[config.mk]
export PLATFORM = sky130hd
export DESIGN_NAME = pcs_10g_gearbox_tx
export DESIGN_NICKNAME = d
export VERILOG_FILES = /design/src/rtl/pcs_10g_gearbox_tx.sv
export SDC_FILE = /design/constraint.sdc
export NUM_CORES = 1
export LEC_CHECK = 0
export CAP_MARGIN = 5
export CORE_AREA = 2 2 158 160
export DETAILED_ROUTE_END_ITERATION = 8
export DIE_AREA = 0 0 160 162
export GPL_ROUTABILITY_DRIVEN = 0
export GPL_TIMING_DRIVEN = 1
export HOLD_SLACK_MARGIN = 0.15
export MAX_ROUTING_LAYER = met4
export SYNTH_ARGS = -nofsm -noshare
export SYNTH_HDL_FRONTEND = slang
export SYNTH_SLANG_ARGS = --single-unit
[constraint.sdc]
create_clock -name clk -period 2.3 [get_ports clk]
set_input_delay 0.46 -clock clk [delete_from_list [all_inputs] [get_ports clk]]
set_output_delay 0.46 -clock clk [all_outputs]
set_load 0.05 [all_outputs]
[src/rtl/pcs_10g_gearbox_tx.sv]
// rtl/pcs_10g_gearbox_tx.sv - 66b-to-64b transmit gearbox feeding the 10GBASE-R PMA serializer
// Packs 32 blocks into 33 words; the residual buffer is flushed when the sequence count reaches 32.
module pcs_10g_gearbox_tx #(
  parameter int DATA_W = 64,
  parameter int HEAD_W = 2,
  parameter int SEQ_W  = 6
) (
  input  logic              clk,
  input  logic              nreset,
  input  logic              valid_i,
  input  logic [HEAD_W-1:0] head_i,
  input  logic [DATA_W-1:0] data_i,
  output logic              ready_o,
  output logic              valid_o,
  output logic [DATA_W-1:0] data_o,
  output logic [SEQ_W-1:0]  seq_o
);

  localparam int BLK_W = DATA_W + HEAD_W;
  localparam int CAT_W = 2 * DATA_W;
  localparam int SH_W  = $clog2(CAT_W);
  localparam int N_BLK = DATA_W / HEAD_W;
  localparam logic [SEQ_W-1:0] FLUSH_SEQ = SEQ_W'(N_BLK);

  logic [SEQ_W-1:0]  r_seq;
  logic [DATA_W-1:0] r_buf;
  logic [DATA_W-1:0] r_data;
  logic              r_valid;

  logic              w_is_flush;
  logic              w_accept;
  logic [SH_W-1:0]   w_shift;
  logic [BLK_W-1:0]  w_blk;
  logic [CAT_W-1:0]  w_cat;
  logic [SEQ_W-1:0]  w_seq_nxt;
  logic [DATA_W-1:0] w_buf_nxt;
  logic [DATA_W-1:0] w_data_nxt;
  logic              w_valid_nxt;

  // Out-of-range counts fall into FLUSH so the machine always recovers to 0.
  assign w_is_flush = (r_seq >= FLUSH_SEQ);
  assign w_accept   = valid_i & ~w_is_flush;

  assign w_blk   = {data_i, head_i};
  assign w_shift = SH_W'(r_seq) * SH_W'(HEAD_W);
  // Residual bits above 2*seq are kept at zero, so an OR merges them with the shifted block.
  assign w_cat   = (CAT_W'(w_blk) << w_shift) | CAT_W'(r_buf);

  always_ff @(posedge clk or negedge nreset) begin
    if (!nreset) begin
      r_seq   <= '0;
      r_buf   <= '0;
      r_data  <= '0;
      r_valid <= 1'b0;
    end else begin
      r_seq   <= w_seq_nxt;
      r_buf   <= w_buf_nxt;
      r_data  <= w_data_nxt;
      r_valid <= w_valid_nxt;
    end
  end

  always_comb begin
    w_seq_nxt = r_seq;
    w_buf_nxt = r_buf;
    if (w_is_flush) begin
      w_seq_nxt = '0;
      w_buf_nxt = '0;
    end else if (w_accept) begin
      w_seq_nxt = r_seq + SEQ_W'(1);
      w_buf_nxt = w_cat[CAT_W-1:DATA_W];
    end
  end

  always_comb begin
    w_data_nxt  = r_data;
    w_valid_nxt = 1'b0;
    if (w_is_flush) begin
      w_data_nxt  = r_buf;
      w_valid_nxt = 1'b1;
    end else if (w_accept) begin
      w_data_nxt  = w_cat[DATA_W-1:0];
      w_valid_nxt = 1'b1;
    end
  end

  assign ready_o = ~w_is_flush;
  assign valid_o = r_valid;
  assign data_o  = r_data;
  assign seq_o   = r_seq;

endmodule

==> results by group, run 1 <==
Outcome
  – Status: finished, violations left
  – Failing checks: setup timing

Worst setup path
  – CP Buf/Inv Count: 4
  – Crit-path leading delay family: multiplexers
  – CP arrival: 2670 ps
  – Required @ worst endpoint: 2610 ps
  – Crit-path cells: buf_12 > buf_8 > mux4_2 > mux2i_1 > buf_4 > mux2i_2 > a221oi_2 > buf_4 > a21oi_2
  – Worst Path Class, Setup: flip-flop to flip-flop
  – Critical Path Source Type: flip-flop
  – Crit Path Max Fanout: 6
  – Worst path slowest cell: mux4_2
  – Max stage delay on crit path: 520 ps
  – Critical path endpoint category: flip-flop
  – Critical path's most frequent cell: buf_4

Final layout
  – Final nets: 1287
  – Commonest non-fill, non-tap cell in the layout: buf_4
  – Final Util: 56.1%
  – Area added between synthesis and finish: 41.9%
  – Most frequent cells in the layout: buf_4 (155), clkdlybuf4s50_1 (132), dfrtp_1 (131)
  – Layout cells sized above 1: 32.9%
  – Diodes inserted: 0

Routing
  – Via count: 9235
  – Initial DRC Count: 1047
  – Drt pass-1 iters: 8
  – DR vias/cell: 5.95
  – WL per Instance: 23.5 um
  – Detail Route Antenna Nets: 0
  – DRT Wirelength: 36400 um
  – Number of remaining DRC errors: 0

Global routing
  – Total GRT Usage: 29.1%
  – Grt ovf: 0
  – Initial antenna violation count: 0
  – First-pass GRT wire length: 55300 um
  – Vias in the first global route: 8891
  – Largest net degree at the start of global routing: 55

Synthesis
  – Mapped Cells: 956
  – Prevailing post-synth register cell: dfrtp_1
  – Sequential share of the synthesized area: 35.4%
  – Post-synthesis compound-gate area fraction: 19.0%
  – Adder-cell area share of the yosys netlist: 0.262%
  – Synthesized area: 0.00953 sq mm
  – Mux share of post-synthesis cell area: 29.4%
  – EDFF count, synth: 0
  – FFs w/ async S/R, synth: 100%
  – XOR/XNOR Fraction of Synth Area: 0.367%
  – Main combinational cell family by area after synthesis: multiplexers
  – FF+latch count, synth: 135
  – Most area-consuming cells after synthesis: dfrtp_1 (35%), mux4_2 (11%), mux2i_1 (11%), mux2_2 (6.9%), o21ai_0 (3.8%)
  – Leading area contributor after synthesis: dfrtp_1
  – Synth Net Count: 1027
  – Yosys cell types: 62
  – Synth warn: 0
  – Syn Area/Cell: 9.97 sq um
  – Share of the synthesized area in the top cell type: 35.4%
  – Post-Synth Simple-Gate Area: 10.5%

Timing
  – Pins Over Slew Limit: 0
  – Slew margin rel.: 59.2%
  – Final Critical Period: 2360 ps
  – Final worst path period share: 103%
  – Worst clock skew: 11.8 ps
  – Setup violators final: 7
  – Worst Tran Pin Value: 605 ps
  – RSZ-0062 raised after global routing: yes
  – Maximum clock frequency: 0.423 GHz
  – Final Worst Setup Slack: -64.6 ps
  – Final Hold Vio Count: 0

Clock network
  – Root Driver: clkbuf_16
  – H-tree depth: 4
  – CTS Buf Count: 17
  – Worst-path clk slew: 60 ps
  – Clk_lat worst skew: 440 ps
  – CTS sink count: 135
  – CTS tree: built
  – Clock buffer depth: 2

Die
  – Die height: 162 um
  – IO Pins: 141
  – Std cell rows: 57
  – CORE AREA: 0.0241 sq mm
  – Starting density of the core: 39.6%
  – Die W: 160 um
  – Die Area: 0.0259 sq mm

Power
  – Worst vdd ir: 0.718 mV
  – Leakage: 5.72 nW
  – Power Density: 1850 mW/mm^2

Placement
  – DP HPWL: 28200 um
  – Port bufs: 140
  – Post-Place Worst Slack: -399 ps

Worst hold path
  – Hold WC Path Type: flip-flop to flip-flop

Flow run
  – Max cap viols: 0
## routing by layer
layer  wire length (um)  share of wire (%)  global-route usage, %
met1              15800                 43                   39.7
met2              15700                 43                   41.7
met3               3130                8.6                   5.49
met4               1860                5.1                   14.2
met5                  0                  0                      -
## cell families after synthesis
group                    Yosys count
AO/OA/AOI/OAI                    276
multiplexers                     211
AND/OR/NAND/NOR                  235
buffers and inverters             93
adder cells (fa/ha/maj)            2
XOR/XNOR                           4
flip-flops                       135
## worst register-to-register path, stage by stage, from the launching register on
cell and delay (ps):
dfrtp_4 470, buf_12 150, buf_8 130, mux4_2 520, mux2i_1 200, buf_4 170, mux2i_2 70, a221oi_2 330
buf_4 170, a21oi_2 40
## area by class of cell
class                      count  area [sq um]
multi-input combinational    728          6020
sequential                   135          3390
tap                          324           405
clock inverter                15           169
inverter                      11          41.3
fill                        2197         10600
timing repair buffer         323          3080
clock buffer                  17           425
## flip-flops by register name, summed over array words and instances (netlist names)
signal	count
data_o	64
r_buf	64
seq_o	6
valid_o	1
## synthesized netlist by cell type, types with 13 or more instances
cell      instances
dfrtp_1         135
mux2i_1         102
nand2_1          92
nor2_1           92
o21ai_0          72
a21oi_1          68
mux2_2           58
mux4_2           48
clkbuf_1         44
buf_2            17
a22o_1           13
o22a_1           13
## what timing repair did
| item | CTS | global route |
|---|---|---|
| pin swaps | 9 | 19 |
| hold endpoints to repair | 45 | 0 |
| cloned | 0 | 1 |
| setup buffers | 7 | 1 |
| setup endpoints to repair | 30 | 61 |
| hold buffers | 1 | 0 |
| resized for setup | 32 | 73 |
## final timing paths
| kind | from | slack, ps | cells past startpoint | to |
|---|---|---|---|---|
| setup / recovery | seq_o[0] | -60 | 9 | data_o[32] |
| max in group asynchronous | nreset | 1090 | 3 | r_buf[55] |
| hold / removal | r_buf[39] | 470 | 2 | r_buf[39] |
| min in group asynchronous | nreset | 570 | 2 | data_o[6] |
| hold reg to reg | r_buf[39] | 470 | 2 | r_buf[39] |
| setup reg to reg | seq_o[0] | -60 | 9 | data_o[32] |
## where the power goes
group	leakage, nW	switching, mW	internal [mW]	total [mW]
Sequential	1.65	0.815	3.45	4.26
Clock	0.288	1.17	1.62	2.79
Combinational	3.79	10.1	7.88	18.0
Total	5.72	12.1	12.9	25.1
## through the flow
step	power [mW]	instances	hold WS [ps]	cell area, sq um	TNS (ps)
after CTS	23.9	1552	476	13200	-240
final	25.1	1553	472	13500	-200
after floorplan	13.8	956	164	9540	0
after global placement	20.5	1513	449	12400	-6060
after detailed placement	20.6	1513	451	12400	-7510
after global routing	26.1	1553	493	13500	-1000
Note: power is estimated with default switching activity, not from simulation.
==> run 2: changes to the inputs <==
--- a/config.mk
+++ b/config.mk
@@ -7,6 +7,7 @@
 export LEC_CHECK = 0
 export CAP_MARGIN = 5
 export CORE_AREA = 2 2 158 160
+export CTS_CLUSTER_DIAMETER = 120
 export DETAILED_ROUTE_END_ITERATION = 8
 export DIE_AREA = 0 0 160 162
 export GPL_ROUTABILITY_DRIVEN = 0
==> results of run 2 <==
Same layout as run 1: the final DEF is identical, and so are final timing and power.
==> RTL change, RTL diff (settings of run 2) <==
Reset style: synchronous (`nreset`), changed in one clocked block.
--- a/src/rtl/pcs_10g_gearbox_tx.sv
+++ b/src/rtl/pcs_10g_gearbox_tx.sv
@@ -46,7 +46,7 @@
   // Residual bits above 2*seq are kept at zero, so an OR merges them with the shifted block.
   assign w_cat   = (CAT_W'(w_blk) << w_shift) | CAT_W'(r_buf);
 
-  always_ff @(posedge clk or negedge nreset) begin
+  always_ff @(posedge clk) begin
     if (!nreset) begin
       r_seq   <= '0;
       r_buf   <= '0;
Check against the original RTL: differs if nreset is asserted again (counterexample within 4 cycles, from zero or initial values and one cycle with nreset low); with nreset held inactive, the same outputs for 10 cycles.
==> RTL change against run 2 <==
  * Synthesized area is 2.4% higher
  * Design area is 1.0% higher
  * The run ends with DRC, setup timing left
  * Largest cell class unchanged
  * Critical path depth is 2 lower
  * Worst setup slack better by 0.059 ns
  * Wire length is 17% higher
  * First-iteration DRC count is 49% higher
  * Sequential cell count stayed put
  * Highest routed layer unchanged
Power is left out: it rests on default switching activity, and per cell area and clock period it moved more than threefold.
==> RTL change: results (changes against run 2) <==
.. list-table::
   :header-rows: 1

   * - Metric
     - Value
   * - Via count of the first global-routing pass
     - 9950 (+12%)
   * - Number of cells on the worst reg-to-reg path
     - 7 (-2)
   * - Signal buf overhead
     - 24.6% (+1.9 points)
   * - Vias after detailed routing
     - 10.6k (+15%)
   * - Combined global-route utilization of all metal layers
     - 32.9% (+3.8 points)
   * - Met1 WL
     - 17.0 mm (+7.8%)
   * - Wire length of the first global-routing pass
     - 62.6 mm (+13%)
   * - Worst min-delay path startpoint
     - nreset
   * - Clock network share of area
     - 3.97% (-0.42 points)
   * - Largest stage delay, worst path
     - 0.56 ns (+0.04 ns)
   * - Sequential-to-total area share from yosys stat
     - 27.7% (-7.7 points)
   * - Met1 track demand over resource in global routing
     - 43.8% (+4.1 points)
   * - Final worst setup slack
     - -0.00537 ns (+0.0592 ns)
   * - Result of the run
     - finished with violations
   * - Count of buffers not belonging to the clock network in the layout
     - 363 (+12%)
   * - DRC marker count from the first detailed-route iteration
     - 1562 (+49%)
   * - Violated checks
     - DRC, setup timing
   * - Clock buffer cells
     - 19 (+2)
   * - Total length of routed met2 wires
     - 18.4 mm (+17%)
   * - Number of failing setup endpoints in the final timing report
     - 1 (-6)
   * - Worst setup path end
     - data_o[27]$_SDFFE_PN0P_
   * - Hold Crit Depth
     - 3 (+1)
   * - Filler cell count
     - 2232 (+1.6%)
   * - Area taken by multi-input logic gates
     - 0.00661 sq mm (+9.8%)
   * - Sequential fraction of total cell area
     - 19.9% (-5.2 points)
   * - Remaining design rule violation count
     - 7 (+7)
   * - Fin nets
     - 1428 (+11%)
RTL change: stage by stage:
step	setup TNS, ns	instance area, sq um	hold slack [ns]	cells	utilization [%]
after floorplan	0	9770	0.433	1075	-
after global placement	-10.28	12900	0.445	1654	53.5
after detailed placement	-11.00	12900	0.445	1654	53.5
after CTS	-0.0229	13500	0.421	1689	56.0
after global routing	-0.0580	13700	0.447	1694	56.7
final	-0.00537	13700	0.424	1694	56.7
RTL change: kinds of logic (layout without fill, tap and decap cells):
logic type | count (synthesis) | count (layout) | synth area share, %
adders and majority gates | 2 | 2 | 0.256
buffers and inverters | 108 | 403 | 5.87
DFF | 135 | 135 | 27.7
muxes | 203 | 203 | 30.3
AOI/OAI and AO/OA | 342 | 342 | 22.5
and+or+nand+nor | 282 | 282 | 13.1
xor gates and xnor gates | 3 | 3 | 0.269
RTL change: worst min-delay path, stage by stage:
cell	delay [ns]
sky130_fd_sc_hd__buf_2	0.19
sky130_fd_sc_hd__o21ai_0	0.10
sky130_fd_sc_hd__a211oi_1	0.04
